$ cat src/rtl/alu_pkg.sv
// ALU execute-stage shared definitions.
// Control codes and FSM state encodings.
package alu_pkg;

   localparam logic [2:0] ALU_ADD  = 3'b000;
   localparam logic [2:0] ALU_SUB  = 3'b010;
   localparam logic [2:0] ALU_SLL  = 3'b101;
   localparam logic [2:0] ALU_SLLV = 3'b110;
   localparam logic [2:0] ALU_SRAV = 3'b111;

   typedef enum logic [1:0] {
      ST_IDLE  = 2'd0,
      ST_SHIFT = 2'd1,
      ST_DONE  = 2'd2
   } state_t;

endpackage

$ cat src/rtl/alu_addsub.sv
// Combinational add/subtract with signed overflow.
// Subtract is a + ~b + 1 through the same adder.
module alu_addsub #(
   parameter int WIDTH = 32
) (
   input  logic [WIDTH-1:0] a,
   input  logic [WIDTH-1:0] b,
   input  logic             sub,
   output logic [WIDTH-1:0] sum,
   output logic             ovf
);

   logic [WIDTH-1:0] bx;

   assign bx  = sub ? ~b : b;
   assign sum = a + bx + {{(WIDTH-1){1'b0}}, sub};
   assign ovf = (a[WIDTH-1] == bx[WIDTH-1]) &&
                (sum[WIDTH-1] != a[WIDTH-1]);

endmodule

$ cat src/rtl/alu_exec_unit.sv
// Execute-stage ALU: single-cycle add/sub,
// iterative one-bit-per-cycle shifts, valid/ready out.
module alu_exec_unit
   import alu_pkg::*;
#(
   parameter int WIDTH = 32,
   parameter int SHW   = 5
) (
   input  logic             clk,
   input  logic             rst_n,
   input  logic             in_valid,
   output logic             in_ready,
   input  logic [2:0]       alu_ctrl,
   input  logic [WIDTH-1:0] src_a,
   input  logic [WIDTH-1:0] src_b,
   input  logic [SHW-1:0]   shamt,
   output logic             out_valid,
   input  logic             out_ready,
   output logic [WIDTH-1:0] result,
   output logic             zero,
   output logic             overflow,
   output logic             busy
);

   state_t           state;
   logic [WIDTH-1:0] acc;
   logic [SHW-1:0]   cnt;
   logic             sra;

   logic             accept;
   logic             is_shift;
   logic [SHW-1:0]   cnt_ld;
   logic [WIDTH-1:0] sum;
   logic             ovf;

   assign in_ready  = (state == ST_IDLE) ||
                      ((state == ST_DONE) && out_ready);
   assign accept    = in_valid && in_ready;
   assign out_valid = (state == ST_DONE);
   assign busy      = (state == ST_SHIFT);

   alu_addsub #(.WIDTH(WIDTH)) u_addsub (
      .a   (src_a),
      .b   (src_b),
      .sub (alu_ctrl == ALU_SUB),
      .sum (sum),
      .ovf (ovf)
   );

   // Classify the incoming code and pick the shift count source.
   always_comb begin
      is_shift = 1'b0;
      cnt_ld   = src_a[SHW-1:0];
      unique case (1'b1)
         (alu_ctrl == ALU_SLL): begin
            is_shift = 1'b1;
            cnt_ld   = shamt;
         end
         (alu_ctrl == ALU_SLLV),
         (alu_ctrl == ALU_SRAV): is_shift = 1'b1;
         default: ;
      endcase
   end

   // Control FSM, shift datapath and registered result flags.
   always_ff @(posedge clk) begin
      if (!rst_n) begin
         state    <= ST_IDLE;
         acc      <= '0;
         cnt      <= '0;
         sra      <= 1'b0;
         result   <= '0;
         zero     <= 1'b0;
         overflow <= 1'b0;
      end else begin
         unique case (state)
            ST_IDLE, ST_DONE: begin
               if (accept) begin
                  if (is_shift) begin
                     acc   <= src_b;
                     cnt   <= cnt_ld;
                     sra   <= (alu_ctrl == ALU_SRAV);
                     state <= ST_SHIFT;
                  end else begin
                     result   <= sum;
                     zero     <= (sum == '0);
                     overflow <= ovf;
                     state    <= ST_DONE;
                  end
               end else if ((state == ST_DONE) && out_ready) begin
                  state <= ST_IDLE;
               end
            end
            ST_SHIFT: begin
               if (cnt != '0) begin
                  // Arithmetic right keeps the MSB, i.e. original sign.
                  acc <= sra ? {acc[WIDTH-1], acc[WIDTH-1:1]}
                             : {acc[WIDTH-2:0], 1'b0};
                  cnt <= cnt - SHW'(1);
               end else begin
                  result   <= acc;
                  zero     <= (acc == '0);
                  overflow <= 1'b0;
                  state    <= ST_DONE;
               end
            end
            default: state <= ST_IDLE;
         endcase
      end
   end

endmodule
$ cat config.mk
export PLATFORM = sky130hd
export DESIGN_NAME = alu_exec_unit
export DESIGN_NICKNAME = d
export VERILOG_FILES = /design/src/rtl/alu_pkg.sv /design/src/rtl/alu_addsub.sv /design/src/rtl/alu_exec_unit.sv
export SDC_FILE = /design/constraint.sdc
export NUM_CORES = 1
export LEC_CHECK = 0
export ABC_CLOCK_PERIOD_IN_PS = 6000
export CORE_MARGIN = 3
export CORE_UTILIZATION = 44
export CTS_CLUSTER_SIZE = 16
export DETAILED_ROUTE_END_ITERATION = 10
export PLACE_DENSITY_LB_ADDON = 0.3
export SLEW_MARGIN = 0
export SYNTH_ARGS = -nofsm -noshare
export SYNTH_HDL_FRONTEND = slang
export SYNTH_SLANG_ARGS = --single-unit
$ cat constraint.sdc
create_clock -name clk -period 6 [get_ports clk]
set_input_delay 1.5 -clock clk [delete_from_list [all_inputs] [get_ports clk]]
set_output_delay 1.5 -clock clk [all_outputs]
set_load 0.05 [all_outputs]
Yosys cells after proc, flatten, opt, wreduce, memory -nomap -nowiden
Index checks and enable logic that the tools add are counted.
{"block": "op_classes", "addsub": 3, "n_reduce_logical": 16, "eq_ne": 15, "mux": 29, "bitwise_logic": 1}
{"op": "32-bit 2-to-1 mux", "n": 8}
{"op": "32-bit one-hot mux with 2 select lines", "n": 2}
{"op": "32-bit zero test", "n": 2}
{"op": "32-bit by 1-bit adder with 32-bit output", "n": 1}
{"op": "32-bit adder", "n": 1}
{"op": "32-bit inverter", "n": 1}
{"op": "5-bit 2-to-1 mux", "n": 4}
{"op": "2-bit != test, second input constant", "n": 5}
{"op": "5-bit one-hot mux with 2 select lines", "n": 1}
{"op": "3-bit == test, second input constant", "n": 3}
{"op": "2-bit 2-to-1 mux", "n": 4}
{"op": "4-bit AND reduction", "n": 2}
{"op": "1-bit 2-to-1 mux", "n": 7}
{"op": "5-bit AND reduction", "n": 1}
{"op": "5-bit nonzero test", "n": 1}
{"op": "5-bit by 1-bit subtractor with 5-bit output, second input constant", "n": 1}
{"op": "1-bit one-hot mux with 2 select lines", "n": 2}
{"op": "2-bit one-hot mux with 2 select lines", "n": 1}
{"op": "3-bit by 2-bit == test with 1-bit output, second input constant", "n": 1}
{"op": "1-bit logical AND", "n": 3}
{"op": "3-bit != test, second input constant", "n": 1}
{"op": "3-bit AND reduction", "n": 1}
{"op": "3-bit OR reduction", "n": 1}
{"op": "2-bit by 1-bit == test with 1-bit output, second input constant", "n": 1}
{"op": "other kinds (9)", "n": 9}
{"block": "word_totals", "elab_cells": 72, "inputBits": 76, "regBits": 74, "out_inout_bits": 37}

Logic depth before layout (Yosys ltp)
{"block": "depth", "ltp_word": 9, "mapped_depth": 15, "mapped_depth_nobuf": 13}

Modules after synthesis
From an unflattened synthesis, not the netlist that was laid out.
{"block": "hier_totals", "cells_unflattened": 778, "area_unflattened_um2": 6284.8}
{"mod": "alu_exec_unit", "seq_area_each_um2": 1481.4, "instances": 1, "area_each_um2": 4221.5, "cells_per_inst": 490}
{"mod": "alu_addsub", "seq_area_each_um2": 0.0, "instances": 1, "area_each_um2": 2063.2, "cells_per_inst": 288}

Worst setup path after synthesis
OpenSTA, ideal clock, no wires.
{"block": "synth_timing", "path_type": "in2reg", "startpoint": "in alu_ctrl[2]", "endpoint": "reg zero", "slack_ps": 1336, "stages": 14, "required_ps": 5916, "t_arrival_ps": 4580, "setup_time_ps": 84, "n_path_buf": 2, "cell_sequence": "nor3b_2 buf_6 clkbuf_1 xor2_1 ha_1 a21o_1 a21o_1 or3_1 a22o_1 a2111oi_2 o2111ai_1 nor4_1 nand4b_1 o31ai_2"}
{"block": "synth_via", "elab_chain_cells": 8, "elab_cells_between_ends": 15, "cone_classes": "2 x add/sub; 5 x eq/ne; 5 x mux; 3 x reduce/logical"}
{"item": "from (decl)", "line": "alu_exec_unit.sv:13", "source": "input logic [2:0] alu_ctrl,"}
{"item": "3-bit by 2-bit == test with 1-bit output", "line": "alu_exec_unit.sv:45", "source": ".sub (alu_ctrl == ALU_SUB),"}
{"item": "32-bit 2-to-1 mux", "line": "alu_addsub.sv:15", "source": "assign bx = sub ? ~b : b;"}
{"item": "32-bit adder", "line": "alu_addsub.sv:16", "source": "assign sum = a + bx + {{(WIDTH-1){1'b0}}, sub};"}
{"item": "32-bit by 1-bit adder with 32-bit output", "line": "alu_addsub.sv:16"}
{"item": "32-bit zero test", "line": "alu_exec_unit.sv:86", "source": "zero <= (sum == '0);"}
{"item": "1-bit 2-to-1 mux", "line": "alu_exec_unit.sv:79", "source": "if (is_shift) begin"}
{"item": "1-bit 2-to-1 mux", "line": "alu_exec_unit.sv:78", "source": "if (accept) begin"}
{"item": "1-bit one-hot mux with 2 select lines", "line": "alu_exec_unit.sv:76", "source": "unique case (state)"}
{"item": "to (signal assigned)", "line": "alu_exec_unit.sv:86"}
{"item": "to (signal assigned)", "line": "alu_exec_unit.sv:102", "source": "zero <= (acc == '0);"}
{"item": "to (decl)", "line": "alu_exec_unit.sv:20", "source": "output logic zero,"}
Parallel ways exist; a longest one is shown, timed or not. The select of a mux whose other input is x is not followed.
A chain may end at the register's enable or synchronous reset.

Worst setup path after layout
{"block": "layout_timing", "startpoint": "in alu_ctrl[1]", "endpoint": "reg zero"}
The elaborated chain is that of the path after synthesis.

==> qor.csv <==
metric,value,unit
synth_seq_cells,74,
utilization,0.5700,
drtPass1Iterations,7,
syn_nets,946,
drv_slew,0,
post-route-min-period,5.149,ns
insertion_delay,0.35,ns
avgSynthCellArea,7.443,um2
via_per_inst,6.067,
rsz0062_at_grt,no,
crit_family,compound AO/OA/AOI/OAI gates,
startpoint_type,input port,
cts_buffer_depth,2,
wire_per_inst,18.92,um
die_height,124.8,um
layout_common_cells,"nand2_1, clkdlybuf4s50_1, a21oi_1",
path_buf_inv,2,
synth_cell_types,74,
fin_hold_ws,0.4633,ns
fin_skew,0.006421,ns
p_leak,2.787,nW
syn_area,0.006207,mm2
cp-end-kind,register,
htree_num_levels,3,
vias,6619,
p_sw,0.0007761,W
reg2reg_setup_slack,3.26,ns
track_usage,0.2616,
cts_buffers,9,
clk_pin_slew_worst_paths,0.06,ns
fp.coreArea,0.01351,mm2
synth.area.top_cells,"dfxtp_1, nand2_1, ha_1",
reg2reg_from,state[1]$_SDFFE_PN0P_,
synth_top_area_share,0.2387,
p_int,0.001187,W
hold_viol_final,0,
drc,0,
final_common_cell,nand2_1,
dp_slack,0.5488,ns
power_frac_seq,0.300,
slowest_stage,clkdlybuf4s50_1,
ys.flop_type,dfxtp_1,
critPathMaxFanout,25,
die_w,124.8,um
syn_inst,834,
placed_cell_area,0.007405,mm2
vdd.ir_drop.worst,192.5,uV
gp_congestion,0.9621,
die-area,0.01557,mm2
regArea,0.001483,mm2
required,6.27,ns
final.fill_count,1261,
ant_nets,0,
antenna_cells,0,
grt_pass1_vias,6252,
endpoint,zero$_SDFFE_PN0P_,
cts-resized-gates,0,
drive_gt1_frac,0.04262,
grt_first_pass_wirelength,33530,um
status,"finished, final reports clean",
start_util,0.4596,
grt_remaining_overflow,0,
comb_power_share,0.422,
fin_crit_sh,0.8582,
cts_setup_buffers,0,
port_buffers,112,
cp-startpoint,alu_ctrl[1],
routed_wirelength,20640,um
cts_tree,yes,
ys_warn_count,0,
rr_endpoint,zero$_SDFFE_PN0P_,
syn2layout_area_growth,24.03,%
critical_path_class,input port to register,
setup_viol,0,
reg2regPathDepth,10,
layout_setup_ws,0.8507,ns
switching_share,0.3954,
cp.depth,14,
grt_max_degree,101,
rows,42,
synth_top_area_cell,dfxtp_1,
multi_input_area,0.004461,mm2
cap_violations,0,
ios,113,
fmax,0.1942,GHz
drtIter0Drc,457,
hpwl,15330,um
async_flop_share,0,
timing.slew.headroom,0.2494,
ys_seq_area_frac,0.2387,
clkPwrFrac,0.278,
p_per_area,255.0,mW/mm2
hold_path.class,register to register,
finalSetupTns,0,ns
synth_edf_count,0,
tightestPinTransition,1.126,ns
cpMostUsedCell,a21oi_1,
finalInstanceArea,0.007699,mm2
cts.sinks,74,
cp.arrival,5.42,ns
holdBufCountCts,0,
antenna_found_initial,0,
cts-root-buf,clkbuf_16,
crit_chain,"clkdlybuf4s50_1, nor3b_4, buf_4, xor2_1, ha_1, a21oi_1, o221ai_1, a32oi_1, o21a_1, a21oi_1, or3_1, a211oi_1, nand4b_1, o31ai_2",
max_stage_delay,0.53,ns
fin_nets,1023,
==> state kept, by name, indices dropped and copies added, names as in the netlist <==
register,count
zero,1
overflow,1
result,32
sra,1
cnt,5
acc,32
state,2
==> kinds of logic (layout without fill, tap and decap cells) <==
family	count (synthesis)	in the layout	share of synthesized area
AOI/OAI and AO/OA	286	286	0.3030
and+or+nand+nor	283	283	0.2110
DFF	74	74	0.2387
buffers and inverters	69	150	0.04434
xor gates and xnor gates	48	48	0.06773
muxes	38	38	0.06148
adders and majority gates	36	36	0.07378
==> cell usage after synthesis, types with 5 or more instances <==
master / n
nand2_1: 130
a21oi_1: 87
dfxtp_1: 74
nor2_1: 51
o21ai_0: 51
clkbuf_1: 43
o211ai_1: 40
mux2i_1: 37
xor2_1: 36
ha_1: 35
a211oi_1: 17
nand3_1: 16
nor3_1: 15
a311oi_1: 12
inv_1: 12
nand4_1: 12
nor4_1: 12
xnor2_1: 12
a21o_1: 10
o21a_1: 9
and2_1: 8
and3_1: 8
or3_1: 8
nand2b_1: 7
buf_1: 6
o21ai_1: 5
==> power groups by stage <==
stage / sequential [W] / clock (W) / combinational, W
finish: 0.000589 / 0.000546 / 0.000828
global route: 0.000596 / 0.000575 / 0.000901
CTS: 0.000589 / 0.000554 / 0.000821
detailed placement: 0.000599 / 0 / 0.000816
global placement: 0.000598 / 0 / 0.000820
floorplan: 0.000685 / 0 / 0.000464
==> per-stage QoR <==
stage	std cells	power, W
after floorplan	834	0.001149
after global placement	1076	0.001418
after detailed placement	1076	0.001414
after CTS	1091	0.001964
after global routing	1091	0.002072
final	1091	0.001963
==> cell type report <==
type / count / area share
clock buffer: 10 / 0.03104
sequential: 74 / 0.1926
tap: 176 / 0.02860
clock inverter: 5 / 0.007151
inverter: 14 / 0.006826
timing repair buffer: 121 / 0.1544
multi-input combinational: 691 / 0.5794
==> worst reg2reg max path: stages, from the launching register on <==
cell and delay, ns:
dfxtp_1 0.36, nand2b_1 0.11, buf_4 0.43, and3_1 0.23, o2111ai_1 0.12, nand4bb_1 0.22
a2111oi_2 0.37, o2111ai_1 0.18, nor4_1 0.31, nand4b_1 0.15, o31ai_2 0.18
==> worst min-delay path by stage <==
stage	startpoint	endpoint	slack [ns]	cells after the start
after CTS	result[1]$_SDFFE_PN0P_	result[1]$_SDFFE_PN0P_	0.47	2
after detailed placement	result[1]$_SDFFE_PN0P_	result[1]$_SDFFE_PN0P_	0.46	2
after global placement	result[0]$_SDFFE_PN0P_	result[0]$_SDFFE_PN0P_	0.46	2
after floorplan	cnt[1]$_SDFFE_PN0P_	cnt[1]$_SDFFE_PN0P_	0.45	2
final	result[1]$_SDFFE_PN0P_	result[1]$_SDFFE_PN0P_	0.46	2
after global routing	result[0]$_SDFFE_PN0P_	result[0]$_SDFFE_PN0P_	0.49	2
==> metal layers <==
layer | up-vias | global-route usage | wire length (um)
li1 | 3239 | - | -
met1 | 3080 | 0.3549 | 9285
met2 | 265 | 0.4176 | 9505
met3 | 35 | 0.04674 | 1299
met4 | 0 | 0.09091 | 555
met5 | - | 0 | 0
No activity file was read; power rests on OpenSTA's default activity.
==> variant, RTL diff (config.mk and constraints unchanged) <==
Register the output `overflow` once more, cleared by the reset; this adds one clock of latency there. The other outputs are not delayed to match. Comments in the files are not updated.
--- a/src/rtl/alu_exec_unit.sv
+++ b/src/rtl/alu_exec_unit.sv
@@ -22,4 +22,6 @@
    output logic             busy
 );
+
+   logic overflow_s0;
 
    state_t           state;
@@ -72,5 +74,5 @@
          result   <= '0;
          zero     <= 1'b0;
-         overflow <= 1'b0;
+         overflow_s0 <= 1'b0;
       end else begin
          unique case (state)
@@ -85,5 +87,5 @@
                      result   <= sum;
                      zero     <= (sum == '0);
-                     overflow <= ovf;
+                     overflow_s0 <= ovf;
                      state    <= ST_DONE;
                   end
@@ -101,5 +103,5 @@
                   result   <= acc;
                   zero     <= (acc == '0);
-                  overflow <= 1'b0;
+                  overflow_s0 <= 1'b0;
                   state    <= ST_DONE;
                end
@@ -110,3 +112,11 @@
    end
 
+   always_ff @(posedge clk) begin
+      if (!rst_n) begin
+         overflow <= '0;
+      end else begin
+         overflow <= overflow_s0;
+      end
+   end
+
 endmodule
Check against the original RTL: not equivalent (Yosys sat finds a counterexample within 4 cycles, from zero or initial values and one cycle with rst_n low).
==> variant against the unedited design <==
Sequential share of layout area rose by 0.47 points; sequential cell count rose by 1; area after synthesis is 1.2% lower; routed wire length down 6.9%; hold slack got worse by 0.0064 ns; synthesized cell count fell by 0.96%; setup slack improved by 0.0022 ns; count of clock-buffer cells in the layout is 1 lower; power grew 0.86%; clock skew is 0.0061 ns higher; cell area fell by 1.1%; cell count down 0.92%; sequential power is 1% higher; combinational power rose by 0.7%; critical path type unchanged; critical endpoint unchanged; highest routed layer unchanged.
==> variant: results (changes against the unedited design) <==
metric;value;unit;change
status;finished, final reports clean;;
fin_cells;1081;;-0.92%
peakVddDrop;0.1545;mV;-20%
comb-power;0.834;mW;+0.7%
ys.flop_type;dfxtp_1;;
synth_fp_nets;938;;-0.85%
grt_use_total;25.05;%;-1.1 points
pre_cts_ws;0.5436;ns;-0.005211 ns
async_flop_share;0;%;unchanged
grt_pass1_vias;5770;;-7.7%
grt_first_pass_wirelength;30230;um;-9.8%
htreeDepth;3;;unchanged
dpl-instance-area;7327;um^2;-1.0%
critPathMaxFanout;34;;+36%
grt_max_degree;111;;+9.9%
slew_headroom;25.75;%;+0.81 points
ys_types;72;;-2.7%
pwr-share-seq;30.1;%;about the same
antenna_found_initial;0;;unchanged
skew;0.01255;ns;+0.006134 ns
netlist_top_cells_count;118 x nor2_1, 91 x a21oi_1, 75 x dfxtp_1, 69 x nand2_1, 54 x o21ai_0;;
synth.avg_cell_area;7.427;um^2;-0.21%
viasPerCell;5.886;;-3.0%
drive_above_1_share;4.420;%;+0.16 points
insertion_delay;0.35;ns;about the same
dr.pass1.iters;5;;-2
leakage;2.922;nW;+4.8%
ys_top_cells_by_area;dfxtp_1 24%, a21oi_1 7.4%, nor2_1 7.2%;;
worstPathArrival;5.44;ns;+0.02 ns
setup_violations;0;;unchanged
initialDrtViolationCount;513;;+12%
fin_nets;1013;;-0.98%
post_cts_buffers;0;;unchanged
routed_wl;19220;um;-6.9%
report.power.total;1.980;mW;+0.86%
swShare;39.81;%;+0.27 points
place_hpwl;14130;um;-7.9%
seq_area_frac_synth;24.47;%;+0.61 points
finalWeightedCongestion;0.9368;;-2.6%
variant: cell count changes after synthesis, sizes merged, moves of 4 or more:
cell and change:
and3 -4, xnor2 +6, a22oi -4, nor2 +67, a211oi +20, inv +8, a311oi -5, o211ai -22
and2 -4, nand2 -60
variant: worst max-delay path, stage by stage:
cell and delay (ns):
clkdlybuf4s50_1 0.52, nor3b_2 0.27, buf_12 0.28, xor2_1 0.10
ha_1 0.49, nand4_2 0.19, or3_4 0.36, or3_1 0.33
o221ai_2 0.27, a21oi_1 0.12, a2111o_1 0.31, nor4_1 0.39
nand4_1 0.14, o21ai_1 0.13
variant: kinds of logic after synthesis:
logic type                 after synthesis  synth area share, %
AOI/OAI and AO/OA                      267                27.96
xor gates and xnor gates                56                7.995
adders and majority gates               36                7.465
buffers and inverters                   77                5.038
DFF                                     75                24.47
muxes                                   39                6.384
and+or+nand+nor                        276                20.68
variant: layout make-up:
class                           instances  area (um^2)
Tap cell                              176        220.2
Clock buffer                            9        225.2
Timing Repair Buffer                  120         1194
Clock inverter                          6        65.06
Sequential cell                        75         1503
Multi-Input combinational cell        674         4330
Fill cell                            1295         5836
Inverter                               21        80.08
variant: metal layers:
layer	GRT usage, %	vias up	wire length (um)
met5	0	-	0
met4	9.651	0	476
met3	3.134	34	1034
met2	39.46	211	8698
met1	34.88	2974	9009
li1	-	3144	-
variant: final timing paths:
kind | from | endpoint | slack [ns] | cells past startpoint
min | overflow_s0$_SDFFE_PN0P_ | overflow$_SDFF_PN0_ | 0.46 | 1
max | alu_ctrl[1] | zero$_SDFFE_PN0P_ | 0.85 | 14
min reg2reg | overflow_s0$_SDFFE_PN0P_ | overflow$_SDFF_PN0_ | 0.46 | 1
max reg2reg | cnt[0]$_SDFFE_PN0P_ | zero$_SDFFE_PN0P_ | 3.10 | 11
